`config.mk`:
```
export PLATFORM = sky130hd
export DESIGN_NAME = pipe_stage_skid
export DESIGN_NICKNAME = d
export VERILOG_FILES = /design/src/rtl/pipe_stage_skid.sv
export SDC_FILE = /design/constraint.sdc
export NUM_CORES = 1
export LEC_CHECK = 0
export CAP_MARGIN = 20
export CORE_AREA = 2 2 134 71
export CTS_CLUSTER_SIZE = 24
export DETAILED_ROUTE_END_ITERATION = 6
export DIE_AREA = 0 0 136 73
export PLACE_DENSITY = 0.89
export RECOVER_POWER = 50
export SYNTH_ARGS = -nofsm -noshare
export SYNTH_HDL_FRONTEND = slang
export SYNTH_SLANG_ARGS = --single-unit
```
`constraint.sdc`:
```
create_clock -name clk -period 2.9 [get_ports clk]
set_clock_uncertainty 0.1 [all_clocks]
set_input_delay 0.435 -clock clk [delete_from_list [all_inputs] [get_ports clk]]
set_output_delay 0.435 -clock clk [all_outputs]
set_load 0.02 [all_outputs]
```
`src/rtl/pipe_stage_skid.sv`:
```
// Elastic pipeline register: two-entry skid buffer with valid/ready handshake,
// synchronous flush and a saturating backpressure-cycle counter.
module pipe_stage_skid #(
  parameter int DATA_W = 40,
  parameter int CNT_W  = 16
) (
  input  logic              clk,
  input  logic              reset,
  input  logic              flush,
  input  logic              in_valid,
  output logic              in_ready,
  input  logic [DATA_W-1:0] in_data,
  output logic              out_valid,
  input  logic              out_ready,
  output logic [DATA_W-1:0] out_data,
  output logic [CNT_W-1:0]  stall_cnt
);

  typedef enum logic [1:0] {
    EMPTY = 2'd0,
    ONE   = 2'd1,
    TWO   = 2'd2
  } state_e;

  state_e              state_q, state_d;
  logic [DATA_W-1:0]   main_q, main_d;
  logic [DATA_W-1:0]   skid_q, skid_d;
  logic [CNT_W-1:0]    cnt_q, cnt_d;
  logic                in_ready_q, in_ready_d;
  logic                out_valid_q, out_valid_d;
  logic                in_xfer, out_xfer;

  assign in_xfer  = in_valid & in_ready_q;
  assign out_xfer = out_valid_q & out_ready;

  always_comb begin
    state_d = state_q;
    main_d  = main_q;
    skid_d  = skid_q;
    cnt_d   = cnt_q;

    if (out_valid_q && !out_ready && cnt_q != {CNT_W{1'b1}})
      cnt_d = cnt_q + CNT_W'(1);

    if (flush) begin
      state_d = EMPTY;
      main_d  = '0;
      skid_d  = '0;
    end else begin
      unique case (state_q)
        EMPTY: begin
          if (in_xfer) begin
            state_d = ONE;
            main_d  = in_data;
          end
        end
        ONE: begin
          if (in_xfer && out_xfer) begin
            main_d = in_data;
          end else if (in_xfer) begin
            state_d = TWO;
            skid_d  = in_data;
          end else if (out_xfer) begin
            state_d = EMPTY;
            main_d  = '0;
          end
        end
        TWO: begin
          // in_ready is low here, so only the drain move is possible
          if (out_xfer) begin
            state_d = ONE;
            main_d  = skid_q;
            skid_d  = '0;
          end
        end
        default: begin
          state_d = EMPTY;
          main_d  = '0;
          skid_d  = '0;
        end
      endcase
    end

    // handshake outputs are registered so they never see out_ready/in_valid
    in_ready_d  = (state_d != TWO);
    out_valid_d = (state_d != EMPTY);
  end

  always_ff @(posedge clk) begin
    if (reset) begin
      state_q     <= EMPTY;
      main_q      <= '0;
      skid_q      <= '0;
      cnt_q       <= '0;
      in_ready_q  <= 1'b1;
      out_valid_q <= 1'b0;
    end else begin
      state_q     <= state_d;
      main_q      <= main_d;
      skid_q      <= skid_d;
      cnt_q       <= cnt_d;
      in_ready_q  <= in_ready_d;
      out_valid_q <= out_valid_d;
    end
  end

  assign in_ready  = in_ready_q;
  assign out_valid = out_valid_q;
  assign out_data  = main_q;
  assign stall_cnt = cnt_q;

endmodule

```
==> flow_summary_export.csv <==
group,metric,value,unit
routing,drt_first_pass_iters,6,
yosys,syn_area,0.00463,mm2
timing,report.final.setup_viol,0,
grt,antenna_found_initial,0,
die,rows,25,
yosys,yosys.area.top_type_share,0.432,
clocking,cts_resized,0,
worst_setup_path,worstPathRequired,3080,ps
die,core,0.00895,mm2
yosys,ys_warn_count,0,
worst_setup_path,crit_fanout,27,
worst_setup_path,r2r-end,"out_data[26]$_SDFFE_PP0P_",
worst_setup_path,reg2reg_slack,540,ps
routing,vias_per_cell,6.26,
power_and_ir_drop,p_per_area,490,mW/mm2
worst_setup_path,crit_type,"primary input to register",
clocking,clkSlewWorstSetupHoldPaths,60,ps
grt,grt_max_degree,55,
timing,period_minus_slack,2430,ps
die,fp.dieArea,0.00993,mm2
placed_design,routabilityCongestion,0.897,
clocking,cts.sinks,100,
finish,num_antenna_cells,0,
yosys,synth-main-ff-cell,"dfxtp_1",
clocking,post-cts-setup-buffer-count,0,
timing,maxSlewViolCount,0,
yosys,netlist_instances,532,
timing,tightest_slew,845,ps
timing,maxSlewHeadroom,0.436,
worst_setup_path,path_cells,"dlygate4sd3_1 -> and3_2 -> o32ai_1 -> clkbuf_2 -> nand2_1 -> a31oi_1",
die,fp.dieH,73,um
routing,drt.antenna.violating_nets,0,
yosys,synth_fp_nets,578,
grt,grt_usage,0.271,
power_and_ir_drop,p_leak,2.11,nW
placed_design,port_buffers,102,
routing,drc_errors,0,
yosys,netlist_top_cells_count,"dfxtp_1 (100), a21oi_1 (87), nand2_1 (49)",
worst_setup_path,critPathBufInv,2,
routing,drt_wl_total,13100,um
clocking,cts_max_path_buffers,2,
routing,drt-wirelength-per-cell,18.0,um
grt,grt_pass1_wl,21300,um
worst_hold_path,hp-start,"out_data[31]$_SDFFE_PP0P_",
clocking,cts_tree,"done",
clocking,cts_root_buf,"clkbuf_16",
timing,fin_setup_tns,0,ps
worst_hold_path,hold_path_class,"register to register",
clocking,cts_buffers,9,
timing,finalCritPeriodShare,0.836,
routing,vias,4564,
grt,grt-ovfl-total,0,
yosys,synth-edff-count,0,
routing,drtIter0Drc,618,
placed_design,dp.final_hpwl,8500,um
worst_hold_path,min_to,"out_data[31]$_SDFFE_PP0P_",
clocking,htreeDepth,3,
yosys,ys_types,43,
yosys,yosysMostFrequentCell,"dfxtp_1",
worst_setup_path,max_stage_delay,610,ps
die,start_util,0.518,
run_status,status,"completed",
die,num_io_pins,103,
timing,rsz0062_at_grt,"false",
worst_setup_path,cp-start-kind,"primary input",
worst_setup_path,cp-end-kind,"register",
worst_setup_path,r2r_cells,6,
yosys,ys_ff_latch,100,
worst_hold_path,hold_depth,2,
clocking,clk_latency,350,ps
timing,fmax,0.412,GHz
yosys,synth_area_leaders,"dfxtp_1 (43%), a21oi_1 (9.4%), a2bb2oi_1 (7.6%)",
job,maxCapViolCount,0,
finish,nets,649,
yosys,syn_avg_cell_area,8.70,um2
finish,syn_to_final_growth,28.6,%
yosys,synthArstFlopShare,0,
timing,whs,348,ps
grt,grt_pass1_vias,4178,
die,die_w,136,um
clocking,holdBufCountCts,0,
finish,final_core_util,0.665,
finish,drive_gt1_frac,0.0724,
timing,hold_viol_final,0,
worst_setup_path,slowest_stage,"dlygate4sd3_1",
power_and_ir_drop,irDropWorstVdd,0.000304,V
worst_setup_path,crit_family,"buffers and inverters",
yosys,synth_top_cell_by_area,"dfxtp_1",
worst_setup_path,r2r-start,"state_q[1]$_SDFF_PP0_",
worst_setup_path,startpoint,"out_ready",
worst_setup_path,arrival,2600,ps
yosys,seq_area_frac_synth,0.432,
==> registers in the layout, indices dropped and copies added (netlist names) <==
| register | flops |
|---|---|
| out_valid | 1 |
| stall_cnt | 16 |
| skid_q | 40 |
| state_q | 2 |
| in_ready | 1 |
| out_data | 40 |
==> where the power goes <==
part,total [mW],internal [mW],switching [mW]
Combinational,0.395,0.176,0.219
Clock,1.10,0.604,0.497
Sequential,1.42,1.40,0.0222
Total,2.92,2.18,0.739
==> worst min-delay path, delay by kind of cell, from the launching register on <==
kind / cells / cell delay (ps)
AO/OA/AOI/OAI: 1 / 50
AND/OR/NAND/NOR: 1 / 50
flip-flops: 1 / 310
==> final cells by class <==
cell class	instances	area (um2)
clock buffers	14	254
clock inverters	2	10.0
fillers	749	2990
inverters	3	11.3
multi-input cells	372	2380
flip-flops and latches	100	2000
well taps	121	151
repair buffers	117	1140
==> worst max path at each step <==
stage / end / slack [ps] / cells past startpoint
finish: out_data[26]$_SDFFE_PP0P_ / 470 / 6
global route: skid_q[7]$_SDFFE_PP0P_ / 400 / 6
CTS: stall_cnt[1]$_SDFFE_PP0P_ / 480 / 5
detailed placement: skid_q[28]$_SDFFE_PP0P_ / 400 / 6
global placement: skid_q[29]$_SDFFE_PP0P_ / 500 / 6
floorplan: stall_cnt[14]$_SDFFE_PP0P_ / 910 / 5
==> layout by cell type, fill, tap and decap left out, drive strengths merged, types with 2 or more instances in the layout <==
master,n
dfxtp,100
a21oi,93
dlygate4sd3,56
nand2,49
o21ai,47
clkdlybuf4s50,46
nand4b,40
a2bb2oi,40
a22oi,39
clkbuf,17
buf,12
or3,9
nor2,8
nand3,5
or4,5
nand4,5
o31ai,4
and3,4
inv,3
o41ai,3
nand2b,2
clkinv,2
a31oi,2
and2,2
==> stage by stage <==
stage	setup slack (ps)	std cells	cell area, um2	power [mW]
finish	474	729	5950	2.92
global route	395	729	5950	3.02
CTS	484	728	5980	2.95
detailed placement	397	712	5720	1.86
global placement	496	712	5720	1.85
floorplan	909	532	4630	1.68
==> logic make-up (layout without fill, tap and decap cells) <==
family | Yosys count | after routing | share of synthesized area
AND/OR/NAND/NOR | 136 | 136 | 0.179
buffers and inverters | 60 | 136 | 0.0562
flip-flops | 100 | 100 | 0.432
adder cells (fa/ha/maj) | 1 | 1 | 0.00270
multiplexers | 1 | 1 | 0.00216
XOR/XNOR | 2 | 2 | 0.00378
AO/OA/AOI/OAI | 232 | 232 | 0.324
==> routing by layer <==
| metal | track usage | part of all wire |
|---|---|---|
| met2 | 0.424 | 0.45 |
| met5 | 0 | 0 |
| met3 | 0.0604 | 0.070 |
| met4 | 0.0683 | 0.0099 |
| met1 | 0.382 | 0.47 |
Power figures use the tool's default switching activity.
==> variant, RTL diff (same flow settings) <==
Set the parameter `DATA_W` to 60 (it was 40).
--- a/src/rtl/pipe_stage_skid.sv
+++ b/src/rtl/pipe_stage_skid.sv
@@ -1,7 +1,7 @@
 // Elastic pipeline register: two-entry skid buffer with valid/ready handshake,
 // synchronous flush and a saturating backpressure-cycle counter.
 module pipe_stage_skid #(
-  parameter int DATA_W = 40,
+  parameter int DATA_W = 60,
   parameter int CNT_W  = 16
 ) (
   input  logic              clk,
Ports: changed (resized in_data and out_data); port bits go from 103 to 143. The function was not compared with the original's and may differ.
==> variant against the unedited design <==
Combinational power grew 20%; synthesized cell count up 15%; synthesized area is 25% higher; cell area up 33%; sequential cell count increased by 40; critical path depth is 1 lower; power is 61% higher; sequential share of layout area rose by 1.7 points; register-to-register slack got worse by 0.32 ns; routed wire length grew 44%; setup slack got worse by 0.25 ns; critical path type is now reg -> reg; critical endpoint is now skid_q[37].
==> variant: results (changes against the unedited design) <==
* Post-DP HPWL at 11300 um (+32%)
* Synth warnings at 0 (unchanged)
* Clock latency on the worst-skew pair at 0.41 ns (+0.06 ns)
* PortBufs at 142 (+39%)
* Placed cells at 825 (+16%)
* Via-to-Cell Ratio at 7.00 (+12%)
* 1st-iter DRT viols at 874 (+41%)
* Average size of a mapped cell at 9.51 um^2 (+9.3%)
* Relative slew slack at 4.04% (-40 points)
* Maximum clock insertion buffer count at 2 (unchanged)
* CTS root buffer: clkbuf_16
* CTS H-tree depth at 4 (+1)
* Count of different cell masters after synthesis at 47 (+9.3%)
* First-pass GRT wire length at 28900 um (+36%)
* Outcome: completed
* Commonest cells post-synth: dfxtp_1 (140), a21oi_1 (73), o21ai_0 (65)
* WL final at 18900 um (+44%)
* Post-CTS resize count at 0 (unchanged)
* Nets at 789 (+22%)
* Critical Path AT at 2.85 ns (+0.25 ns)
* Worst setup SP type: register
* Initial antenna violation count at 0 (unchanged)
* Max rail drop VDD at 559 uV (+84%)
* Reg clk slew, reported paths at 0.06 ns (about the same)
* Syn_nets at 676 (+17%)
* First-pass DRT Iterations at 6 (unchanged)
* Area contributors post-synth: dfxtp_1 (48%), nand4b_1 (9.2%), o2bb2ai_1 (9.1%)
* Post-synth ARST share at 0% (unchanged)
* R2R Path Start: state_q[0]
* Setup TNS at 0 ns (unchanged)
* GRT Util Overall at 37.7% (+11 points)
* Leak pwr at 2.76 nW (+31%)
* CP Max Fanout at 60 (+120%)
* CP delay by family, top: buffers and inverters
* Hold Path Class: reg -> reg
* RD Place Congestion at 0.969 (+8.1%)
* Vias in the first global route at 5491 (+31%)
* Share of cells above drive strength 1 at 8.70% (+1.5 points)
* Crit-path slowest cell: dfxtp_1
* Ant. Diodes at 0 (unchanged)
* Worst Min Path Start: out_data[50]
* Largest net degree at the start of global routing at 62 (+13%)
* Total CTS buffers at 17 (+8)
* Post-CTS setup buffer count at 0 (unchanged)
* Vias at 6003 (+32%)
* Part of the Yosys area used for sequential elements at 48.3% (+5.1 points)
* Slowest stage delay, CP at 0.92 ns (+0.31 ns)
-- variant: cell count changes in the layout (fill, tap and decap cells not counted), moves of 10 or more --
cell / before / now
nand4b_1: 40 / 61
o21ai_0: 41 / 65
nand2_1: 49 / 6
buf_4: 10 / 20
dlygate4sd3_1: 56 / 78
a22oi_1: 39 / 59
o2bb2ai_1: 0 / 60
dfxtp_1: 99 / 139
a2bb2oi_1: 40 / 0
a21oi_1: 87 / 71
clkdlybuf4s50_1: 46 / 64
-- variant: final cells by class --
class | instances | area, um^2
Timing Repair Buffer | 163 | 1580
Sequential cell | 140 | 2800
Tap cell | 121 | 151
Clock inverter | 11 | 141
Multi-Input combinational cell | 397 | 2770
Fill cell | 437 | 1020
Clock buffer | 21 | 470
Inverter | 4 | 15.0
-- variant: worst paths after layout --
check | depth (start not counted) | slack, ns | to
max | 5 | 0.22 | skid_q[37]
min | 1 | 0.36 | out_data[50]
max reg2reg | 5 | 0.22 | skid_q[37]
min reg2reg | 1 | 0.36 | out_data[50]
-- variant: logic make-up (layout without fill, tap and decap cells) --
kind of cell | count (synthesis) | count (layout) | share of synthesized area [%]
AND/OR/NAND/NOR | 118 | 118 | 14.9
flip-flops | 140 | 140 | 48.3
buffers and inverters | 73 | 199 | 4.87
adder cells (fa/ha/maj) | 1 | 1 | 0.216
XOR/XNOR | 3 | 3 | 0.453
multiplexers | 3 | 3 | 0.539
AO/OA/AOI/OAI | 272 | 272 | 30.7
-- variant: per-layer routing --
metal	global-route usage [%]	up-vias	share of wire, %
li1	-	2603	-
met1	53.8	2876	42
met2	54.6	486	44
met3	10.1	38	13
met4	14.6	0	1.6
met5	0	-	0
-- variant: worst register-to-register path, delay by kind of cell (launching register included) --
kind,cells,cell delay [ns]
buffers and inverters,2,0.94
DFF,1,0.92
AOI/OAI and AO/OA,3,0.57
-- variant: stage by stage --
stage                     cell area (um^2)  utilization, %  setup WS (ns)  hold slack, ns
final                                 7920            88.6          0.220           0.357
after global routing                  7920            88.6          0.166           0.369
after floorplan                       5800               -          0.745           0.349
after CTS                             7940            88.7          0.554           0.364
after global placement                7330            81.9          0.375           0.343
after detailed placement              7330            81.9          0.324           0.345
-- variant: power by group --
part           total (W)  switching (W)  leakage [nW]  internal (W)
clock network    0.00223       0.000818         0.295       0.00142
registers        0.00199      0.0000312          1.13       0.00196
logic           0.000475       0.000279          1.33      0.000196
